`src/rtl/tc0480scp_pkg.sv`:
```
// Shared types and constants for the TC0480SCP tile-ROM fetch path.
package tc0480scp_pkg;

    localparam int unsigned ROM_ROW_BYTES = 8;
    localparam int unsigned ROM_ADDR_W    = 22;
    localparam int unsigned ROM_TAG_W     = ROM_ADDR_W - $clog2(ROM_ROW_BYTES);

    typedef enum logic [2:0] {
        StIdle,
        StLookup,
        StFetchLo,
        StFetchHi,
        StFill
    } rom_fetch_state_t;

endpackage

```
`src/rtl/tc0480scp_rom_fetch_if.sv`:
```
// ROM request port plus SDRAM read port; master is the requester / SDRAM model side.
interface tc0480scp_rom_fetch_if #(
    parameter int unsigned SDR_AW = 26
);
    logic [21:0]       rom_address;
    logic              rom_req;
    logic              rom_ack;
    logic [63:0]       rom_data;
    logic              flush;
    logic [SDR_AW-1:0] sdr_addr;
    logic              sdr_req;
    logic              sdr_ack;
    logic [31:0]       sdr_data;

    modport master (
        output rom_address, rom_req, flush, sdr_ack, sdr_data,
        input  rom_ack, rom_data, sdr_addr, sdr_req
    );

    modport slave (
        input  rom_address, rom_req, flush, sdr_ack, sdr_data,
        output rom_ack, rom_data, sdr_addr, sdr_req
    );
endinterface

```
`src/rtl/tc0480scp_rom_tag_cache.sv`:
```
// Fully-associative row cache: register arrays, parallel tag match, round-robin refill.
module tc0480scp_rom_tag_cache
    import tc0480scp_pkg::*;
#(
    parameter int unsigned Entries = 4
) (
    input  logic                 clk_i,
    input  logic                 rst_ni,
    input  logic                 flush_i,
    input  logic [ROM_TAG_W-1:0] lookup_tag_i,
    output logic                 hit_o,
    output logic [63:0]          hit_data_o,
    input  logic                 wr_en_i,
    input  logic [ROM_TAG_W-1:0] wr_tag_i,
    input  logic [63:0]          wr_data_i
);
    localparam int unsigned PtrW = $clog2(Entries);

    logic [ROM_TAG_W-1:0] tag_q  [Entries];
    logic [63:0]          data_q [Entries];
    logic [Entries-1:0]   valid_q;
    logic [PtrW-1:0]      ptr_q;

    // Flush beats a coincident write so a row fetched across a reload never turns valid.
    always_ff @(posedge clk_i) begin
        if (!rst_ni || flush_i) begin
            valid_q <= '0;
            ptr_q   <= '0;
        end else if (wr_en_i) begin
            valid_q[ptr_q] <= 1'b1;
            ptr_q          <= ptr_q + PtrW'(1);
        end
    end

    always_ff @(posedge clk_i) begin
        if (wr_en_i) begin
            tag_q[ptr_q]  <= wr_tag_i;
            data_q[ptr_q] <= wr_data_i;
        end
    end

    always_comb begin
        hit_o      = 1'b0;
        hit_data_o = '0;
        for (int i = 0; i < Entries; i++) begin
            if (valid_q[i] && (tag_q[i] == lookup_tag_i)) begin
                hit_o      = 1'b1;
                hit_data_o = data_q[i];
            end
        end
    end

endmodule

```
`src/rtl/tc0480scp_rom_fetch.sv`:
```
// Toggle-handshake ROM fetch adapter: row cache in front of two-word SDRAM reads.
module tc0480scp_rom_fetch
    import tc0480scp_pkg::*;
#(
    parameter int unsigned       CACHE_ENTRIES = 4,
    parameter int unsigned       SDR_AW        = 26,
    parameter logic [SDR_AW-1:0] BASE_ADDR     = '0
) (
    input logic                  clk,
    input logic                  reset_n,
    tc0480scp_rom_fetch_if.slave bus
);
    rom_fetch_state_t     state_q, state_d;
    logic [ROM_TAG_W-1:0] tag_q, tag_d;
    logic [63:0]          rom_data_q, rom_data_d;
    logic [SDR_AW-1:0]    sdr_addr_q, sdr_addr_d;
    logic                 rom_ack_q, rom_ack_d;
    logic                 sdr_req_q, sdr_req_d;
    logic                 drop_q, drop_d;

    logic        hit;
    logic [63:0] hit_data;
    logic        cache_we;
    logic        rom_pending;
    logic        sdr_done;
    logic        lookup_hit;

    assign rom_pending = bus.rom_req != rom_ack_q;
    assign sdr_done    = bus.sdr_ack == sdr_req_q;
    assign lookup_hit  = hit && !bus.flush;

    tc0480scp_rom_tag_cache #(
        .Entries (CACHE_ENTRIES)
    ) u_cache (
        .clk_i        (clk),
        .rst_ni       (reset_n),
        .flush_i      (bus.flush),
        .lookup_tag_i (tag_q),
        .hit_o        (hit),
        .hit_data_o   (hit_data),
        .wr_en_i      (cache_we),
        .wr_tag_i     (tag_q),
        .wr_data_i    (rom_data_q)
    );

    // Reset mirrors the peer toggles so neither handshake is left pending.
    always_ff @(posedge clk) begin
        if (!reset_n) begin
            state_q    <= StIdle;
            tag_q      <= '0;
            rom_data_q <= '0;
            sdr_addr_q <= '0;
            rom_ack_q  <= bus.rom_req;
            sdr_req_q  <= bus.sdr_ack;
            drop_q     <= 1'b0;
        end else begin
            state_q    <= state_d;
            tag_q      <= tag_d;
            rom_data_q <= rom_data_d;
            sdr_addr_q <= sdr_addr_d;
            rom_ack_q  <= rom_ack_d;
            sdr_req_q  <= sdr_req_d;
            drop_q     <= drop_d;
        end
    end

    always_comb begin
        state_d = state_q;
        unique case (state_q)
            StIdle:    if (rom_pending) state_d = StLookup;
            StLookup:  state_d = lookup_hit ? StIdle : StFetchLo;
            StFetchLo: if (sdr_done) state_d = StFetchHi;
            StFetchHi: if (sdr_done) state_d = StFill;
            StFill:    state_d = StIdle;
            default:   state_d = StIdle;
        endcase
    end

    always_comb begin
        tag_d      = tag_q;
        rom_data_d = rom_data_q;
        sdr_addr_d = sdr_addr_q;
        rom_ack_d  = rom_ack_q;
        sdr_req_d  = sdr_req_q;
        drop_d     = drop_q;
        cache_we   = 1'b0;
        unique case (state_q)
            StIdle: begin
                drop_d = 1'b0;
                if (rom_pending) tag_d = bus.rom_address[21:3];
            end
            StLookup: begin
                if (lookup_hit) begin
                    rom_data_d = hit_data;
                    rom_ack_d  = ~rom_ack_q;
                end else begin
                    sdr_addr_d = BASE_ADDR + SDR_AW'({tag_q, 3'b000});
                    sdr_req_d  = ~sdr_req_q;
                end
            end
            StFetchLo: begin
                drop_d = drop_q | bus.flush;
                if (sdr_done) begin
                    rom_data_d[31:0] = bus.sdr_data;
                    sdr_addr_d       = sdr_addr_q + SDR_AW'(4);
                    sdr_req_d        = ~sdr_req_q;
                end
            end
            StFetchHi: begin
                drop_d = drop_q | bus.flush;
                if (sdr_done) rom_data_d[63:32] = bus.sdr_data;
            end
            StFill: begin
                cache_we  = !drop_q;
                rom_ack_d = ~rom_ack_q;
            end
            default: ;
        endcase
    end

    assign bus.rom_ack  = rom_ack_q;
    assign bus.rom_data = rom_data_q;
    assign bus.sdr_addr = sdr_addr_q;
    assign bus.sdr_req  = sdr_req_q;

endmodule

```
`src/flat_wrapper.sv`:
```
// flat-port wrapper written by rule: the top's interface ports become plain ports
module tc0480scp_rom_fetch_flat import tc0480scp_pkg::*;
#(
    parameter int unsigned       CACHE_ENTRIES = 4,
    parameter int unsigned       SDR_AW        = 26,
    parameter logic [SDR_AW-1:0] BASE_ADDR     = '0
)
  (clk, reset_n, bus_rom_address, bus_rom_req, bus_flush, bus_sdr_ack, bus_sdr_data, bus_rom_ack, bus_rom_data, bus_sdr_addr, bus_sdr_req);
  tc0480scp_rom_fetch_if #(.SDR_AW(SDR_AW)) bus_i ();
  input logic clk;
  input logic reset_n;
  input wire logic [$bits(bus_i.rom_address)-1:0] bus_rom_address;
  input wire logic [$bits(bus_i.rom_req)-1:0] bus_rom_req;
  input wire logic [$bits(bus_i.flush)-1:0] bus_flush;
  input wire logic [$bits(bus_i.sdr_ack)-1:0] bus_sdr_ack;
  input wire logic [$bits(bus_i.sdr_data)-1:0] bus_sdr_data;
  output wire logic [$bits(bus_i.rom_ack)-1:0] bus_rom_ack;
  output wire logic [$bits(bus_i.rom_data)-1:0] bus_rom_data;
  output wire logic [$bits(bus_i.sdr_addr)-1:0] bus_sdr_addr;
  output wire logic [$bits(bus_i.sdr_req)-1:0] bus_sdr_req;
  assign bus_i.rom_address = bus_rom_address;
  assign bus_i.rom_req = bus_rom_req;
  assign bus_i.flush = bus_flush;
  assign bus_i.sdr_ack = bus_sdr_ack;
  assign bus_i.sdr_data = bus_sdr_data;
  assign bus_rom_ack = bus_i.rom_ack;
  assign bus_rom_data = bus_i.rom_data;
  assign bus_sdr_addr = bus_i.sdr_addr;
  assign bus_sdr_req = bus_i.sdr_req;
  tc0480scp_rom_fetch #(.CACHE_ENTRIES(CACHE_ENTRIES), .SDR_AW(SDR_AW), .BASE_ADDR(BASE_ADDR)) u_core (.clk(clk), .reset_n(reset_n), .bus(bus_i));
endmodule
```
`config.mk`:
```
export PLATFORM = sky130hd
export DESIGN_NAME = tc0480scp_rom_fetch_flat
export DESIGN_NICKNAME = d
export VERILOG_FILES = /design/src/rtl/tc0480scp_pkg.sv /design/src/rtl/tc0480scp_rom_fetch_if.sv /design/src/rtl/tc0480scp_rom_tag_cache.sv /design/src/rtl/tc0480scp_rom_fetch.sv /design/src/flat_wrapper.sv
export SDC_FILE = /design/constraint.sdc
export NUM_CORES = 1
export LEC_CHECK = 0
export BUFFER_PORTS_ARGS = -buffer_cell sky130_fd_sc_hd__clkbuf_2
export CAP_MARGIN = 20
export CORE_AREA = 8 8 229 231
export CTS_BUF_LIST = sky130_fd_sc_hd__clkbuf_2
export DETAILED_ROUTE_END_ITERATION = 10
export DIE_AREA = 0 0 237 239
export SLEW_MARGIN = 20
export SYNTH_ARGS = -nofsm -noshare
export SYNTH_HDL_FRONTEND = slang
export SYNTH_SLANG_ARGS = --single-unit
```
`constraint.sdc`:
```
create_clock -name clk -period 4.6 [get_ports clk]
set_input_delay 0.92 -clock clk [delete_from_list [all_inputs] [get_ports clk]]
set_output_delay 0.92 -clock clk [all_outputs]
set_load 0.05 [all_outputs]
```
==> impl_metrics.ini, run 1 <==
[yosys]
yosysUniqueCellTypes = 61
yosysTopAreaCell = edfxtp_1
synth.top_cells.by_count = 334 x edfxtp_1, 117 x dfxtp_1, 113 x nand2_1
syn_area_um2 = 19280
yosys.cell_count.top_type = edfxtp_1
syn_inst = 1543
synth_top_area_share_pct = 52.02
syn_avg_cell_area_um2 = 12.49
synth-seq-cells = 451
synth_edf_count = 334
async_flop_share_pct = 0
synth.area.top_cells = edfxtp_1 52%, dfxtp_1 12%, nand2_1 2.2%
ys_seq_area_share_pct = 64.17
ys.flop_type = edfxtp_1
yosysWarnings = 0

[power]
clkPwrFrac_pct = 35.1
leakagePower_nw = 7.553
peakVddDrop_uv = 225.3
p_seq_share_pct = 54.3
total_power_mw = 8.325
sw_frac_of_total_pct = 28.08
p_int_mw = 5.987
comb_power_share_pct = 10.6
switching_power_mw = 2.337
powerDensity_nw_per_um2 = 378.7

[floorplanning]
die_h_um = 239
io_pins = 151
fp.dieW_um = 237
rows = 81
placeableCoreArea_um2 = 48550
start_util_pct = 39.71
dieArea_um2 = 56640

[routing]
via_per_inst = 5.782
drtPass1Iterations = 7
vias = 14190
initialDrtViolationCount = 1230
wirelength_mm = 56.81
wire_per_inst_um = 23.14
ant_nets = 0
drc = 0

[timing]
hold_viol_final = 0
tns_ns = 0
fin_crit_sh_pct = 73.33
fmax_mhz = 296.5
worst_slew_pin_slew_ns = 0.9981
finalSetupViolCount = 0
rsz0062_at_grt = no
clock_skew_ns = 0.07860
layout_min_cycle_time_ns = 3.373
hold_ws_ns = 0.1995
drv_slew = 0
slew_headroom_pct = 33.46

[layout]
multi_input_area_um2 = 6142
layout-drive-gt1-share_pct = 24.62
syn2layout_area_growth_pct = 14.02
nets = 1794
fill_cells = 4498
seq_area_um2 = 12370

[critical_path]
path_class = reg2reg
r2r-start = u_core.tag_q[2]
end_kind = flip-flop
r2r_setup_slack_ns = 1.23
start_kind = flip-flop
rr_worst_depth = 9
crit_fanout = 35
critPathRequiredTime_ns = 5.65
critPathArrivalTime_ns = 4.42
r2r-end = u_core.bus.rom_data[4]

[cts]
cts_tree = yes
clk_latency_ns = 1.12
clk_path_buf_depth = 3
htree_levels = 3
cts.sinks = 451
numCtsBuffers = 116
clock-root-buffer = clkbuf_2
clk_pin_slew_ns = 0.09
post_cts_resized = 0

[global_route]
grt_pass1_vias = 14170
grt_usage_pct = 19.47
grt_pass1_wl_mm = 85.19
antenna_found_initial = 3
grt_max_degree = 66
overflow = 0

[placed_design]
port_buffers = 145
gp_congestion = 0.8159
dp_hpwl_mm = 32.38

[min_path]
worstHoldEndpoint = u_core.bus.rom_data[30]
min_path_type = in2reg
min_path_cells = 3
min_from = bus_sdr_data[30]

[job]
maxCapViolCount = 0

[run_status]
outcome = finished clean
-- critical path, cell delays in order, from the launching register on --
cell and delay [ns]:
dfxtp_1 0.71, xnor2_1 0.21, nand2_1 0.07, or4b_1 0.51
o32a_1 0.30, a31o_1 0.25, buf_4 0.28, a21oi_4 0.20
buf_4 0.46, a32o_1 0.27
-- metal layers --
metal  global-route usage (%)  share of wire, %  vias up
met3                    4.587               7.4      125
met4                    8.425               3.2        0
met5                        0                 0        -
li1                         -                 -     6437
met2                    31.51                47      605
met1                    24.83                42     7027
-- cell usage in the layout, fill, tap and decap left out, drive strengths merged, types with 33 or more instances in the layout --
cell / count
edfxtp: 334
clkbuf: 333
dfxtp: 117
nand2: 113
a21oi: 83
o21ai: 70
nand4: 55
buf: 49
xnor2: 43
inv: 41
and3: 41
nand3: 39
nor2: 39
xor2: 37
a221oi: 34
a2111oi: 34
or3: 34
nand3b: 33
o311ai: 33
-- power groups by stage --
stage               Sequential (mW)  Clock [mW]  Combinational, mW
detailed placement             4.61           0              0.863
floorplan                      4.63           0              0.546
global route                   4.53        3.23              0.953
finish                         4.52        2.93              0.882
CTS                            4.52        3.01              0.881
global placement               4.61           0              0.859
-- metrics by stage --
stage          instance area (µm²)  util [%]  setup slack [ns]  std cells
6_report                     21980     45.28             1.227       2455
5_1_grt                      21980     45.27            0.9711       2453
4_1_cts                      21970     45.25             1.226       2450
3_5_place_dp                 20600     42.43             1.235       2213
3_3_place_gp                 20600     42.43             1.233       2213
2_1_floorplan                19280         -            0.8413       1544
-- worst max-delay path by stage --
stage | end | cells past startpoint | start | slack (ns)
floorplan | u_core.u_cache.data_q[1][0] | 4 | u_core.state_q[2] | 0.84
global placement | u_core.bus.sdr_req | 7 | u_core.tag_q[3] | 1.23
detailed placement | u_core.bus.sdr_req | 7 | u_core.tag_q[10] | 1.23
CTS | u_core.bus.sdr_addr[11] | 7 | u_core.tag_q[2] | 1.23
global route | u_core.bus.rom_data[22] | 8 | u_core.tag_q[7] | 0.97
finish | u_core.bus.rom_data[4] | 9 | u_core.tag_q[2] | 1.23
-- flip-flops by register name (all words and copies together), names as in the netlist --
signal	flops
u_core.bus.rom_data	64
u_core.u_cache.valid_q	4
u_core.drop_q	1
u_core.u_cache.data_q	256
u_core.state_q	3
u_core.bus.sdr_req	1
u_core.tag_q	19
u_core.u_cache.tag_q	76
u_core.bus.sdr_addr	24
u_core.bus.rom_ack	1
u_core.u_cache.ptr_q	2
-- cell families after synthesis --
kind of cell | after synthesis | synth area share, %
other cells | 1 | 0.01945
flops | 451 | 64.17
compound gates | 400 | 15.66
mux | 4 | 0.2077
xor+xnor | 80 | 3.790
buf+inv | 187 | 4.283
simple gates | 415 | 11.54
fa+ha+maj | 5 | 0.3245
-- repair_timing --
| action | CTS | global route |
|---|---|---|
| setup buffers | 0 | 0 |
| hold buffers | 21 | 0 |
| hold endpoints to repair | 21 | 0 |
-- layout make-up --
cell class | count | share of cell area [%]
diodes | 5 | 0.05692
clock buffers | 189 | 4.303
clock inverters | 27 | 0.9847
inverters | 41 | 0.7001
multi-input cells | 906 | 27.94
flip-flops and latches | 451 | 56.29
well taps | 622 | 3.541
repair buffers | 214 | 6.182
Note: power is estimated with default switching activity, not from simulation.
==> inputs of run 2 (changes only) <==
==> constraint.sdc (replaced) <==
create_clock -name clk -period 3.2 [get_ports clk]
set_input_delay 0.64 -clock clk [delete_from_list [all_inputs] [get_ports clk]]
set_output_delay 0.64 -clock clk [all_outputs]
set_load 0.05 [all_outputs]
==> run 2 against run 1 <==
  * Global-route usage increased by 0.18 points
  * Count of clock-buffer cells in the layout decreased by 18
  * Die area unchanged
  * Worst hold slack improved by 0.11 ns
  * Design area increased by 2.7%
  * Clock skew increased by 0.055 ns
  * Register-to-register slack got worse by 0.92 ns
  * Sequential share of layout area decreased by 1.5 points
  * Combinational power increased by 59%
  * Final cell count increased by 2.3%
  * Sequential cell count unchanged
  * Critical endpoint is now u_core.bus.rom_data[62]
  * Largest power group unchanged
==> impl_metrics.ini, run 2 (synthesized netlist as in run 1, its figures left out) <==
[critical_path]
critical_path.slowest_cell = and3_2
critPathTopFamily = simple AND/OR/NAND/NOR gates
critPathRequiredTime_ns = 4.19
end_kind = flip-flop
max_stage_delay_ns = 0.59
crit_fanout = 23
crit_chain = xor2_1, nor4_1, and3_2, a211oi_4, buf_4, a2111oi_0, nor4_1, o311a_1
cp_common_cell = nor4_1
critPathArrivalTime_ns = 3.88
start_kind = flip-flop
path_buf_inv = 1
path_class = reg2reg

[cts]
numCtsBuffers = 115
post_cts_resized = 0
postCtsSetupBuffers = 0
clk_pin_slew_ns = 0.10
clk_latency_ns = 1.19
htree_levels = 3
cts_tree = yes
cts.sinks = 451
clock-root-buffer = clkbuf_2
clk_path_buf_depth = 3

[floorplanning]
placeableCoreArea_um2 = 48550
dieArea_um2 = 56640
die_h_um = 239
fp.dieW_um = 237
io_pins = 151
rows = 81
start_util_pct = 39.71

[routing]
drtPass1Iterations = 6
wire_per_inst_um = 22.81
via_per_inst = 5.785
wirelength_mm = 57.28
vias = 14530
ant_nets = 0
drc = 0
initialDrtViolationCount = 1324

[placed_design]
port_buffers = 145
dp_hpwl_mm = 33.50
pre_cts_ws_ns = 0.2408
gp_congestion = 0.8145
dpl_cell_area_um2 = 20930

[timing]
drv_slew = 0
slew_headroom_pct = 48.97
layout_min_cycle_time_ns = 2.893
fmax_mhz = 345.6
fin_crit_sh_pct = 90.41
tns_ns = 0
hold_viol_final = 0
clock_skew_ns = 0.1334
finalSetupViolCount = 0
fin_ws_ns = 0.3067
rsz0062_at_grt = no
worst_slew_pin_slew_ns = 0.7655

[global_route]
antenna_found_initial = 3
grt_usage_pct = 19.65
grt_pass1_vias = 14540
grt_max_degree = 66
overflow = 0
grt_pass1_wl_mm = 86.43

[layout]
final_common_cell = edfxtp_1
layout-drive-gt1-share_pct = 24.63
syn2layout_area_growth_pct = 17.06
final_area_um2 = 22570
largest_reg_flops = 256
regMostFlops = u_core.u_cache.data_q
nets = 1854
most-common-layout-cells = 334 x edfxtp_1, 315 x clkbuf_2, 116 x dfxtp_1
final_util_pct = 46.49

[run_status]
outcome = finished clean

[job]
maxCapViolCount = 0

[power]
peakVddDrop_uv = 435.6
leakagePower_nw = 7.811
total_power_mw = 11.82
powerDensity_nw_per_um2 = 523.9

[min_path]
min_path_type = in2reg
## run 2: cell count changes in the layout (fill, tap and decap cells not counted), moves of 5 or more
cell,change
buf_4,+16
clkinv_1,+8
clkinv_2,+5
clkbuf_2,-18
dlygate4sd3_1,+34
buf_12,+11
## run 2: path summary, 6_finish.rpt
| check | slack [ns] | cells past startpoint | start | endpoint |
|---|---|---|---|---|
| max | 0.31 | 8 | u_core.tag_q[10] | u_core.bus.rom_data[62] |
| min | 0.31 | 4 | bus_rom_address[17] | u_core.tag_q[14] |
| max reg2reg | 0.31 | 8 | u_core.tag_q[10] | u_core.bus.rom_data[62] |
| min reg2reg | 0.47 | 0 | u_core.bus.rom_data[35] | u_core.u_cache.data_q[1][35] |
## run 2: area by class of cell
| cell class | count | area, µm² |
|---|---|---|
| Antenna cell | 5 | 12.51 |
| Clock buffer | 171 | 855.8 |
| Clock inverter | 40 | 214.0 |
| Fill cell | 4388 | 25980 |
| Inverter | 41 | 153.9 |
| Multi-Input combinational cell | 906 | 6140 |
| Sequential cell | 451 | 12370 |
| Tap cell | 622 | 778.2 |
| Timing Repair Buffer | 275 | 2039 |
## run 2: stage by stage
| stage | hold slack, ns | cells |
|---|---|---|
| after floorplan | 0.4548 | 1544 |
| after global placement | 0.4736 | 2240 |
| after detailed placement | 0.4837 | 2240 |
| after CTS | 0.1869 | 2506 |
| after global routing | 0.2109 | 2510 |
| final | 0.3145 | 2511 |
## run 2: worst reg2reg max path, delay by kind of cell (launching register included)
family          cells  cell delay (ns)
compound gates      3             0.93
xor+xnor            1             0.14
buf+inv             1             0.20
flops               1             0.51
simple gates        3             0.99
## run 2: metal layers
metal  track usage (%)  routed length (µm)  vias up
li1                  -                   -     6544
met1             24.96               24080     7218
met2             32.14               27230      655
met3             4.541                4503      110
met4             8.163                1463        0
met5                 0                   0        -
## run 2: timing repair
item / in CTS / in global routing
hold endpoints to repair: 89 / 0
endpoints found under the setup margin: 0 / 0
hold buffers: 55 / 0
## run 2: power breakdown
part           internal, mW  switching [mW]  total [mW]
clock                  1.55            2.42        3.98
sequential             6.33           0.121        6.45
combinational         0.476           0.920        1.40
total                  8.36            3.46        11.8
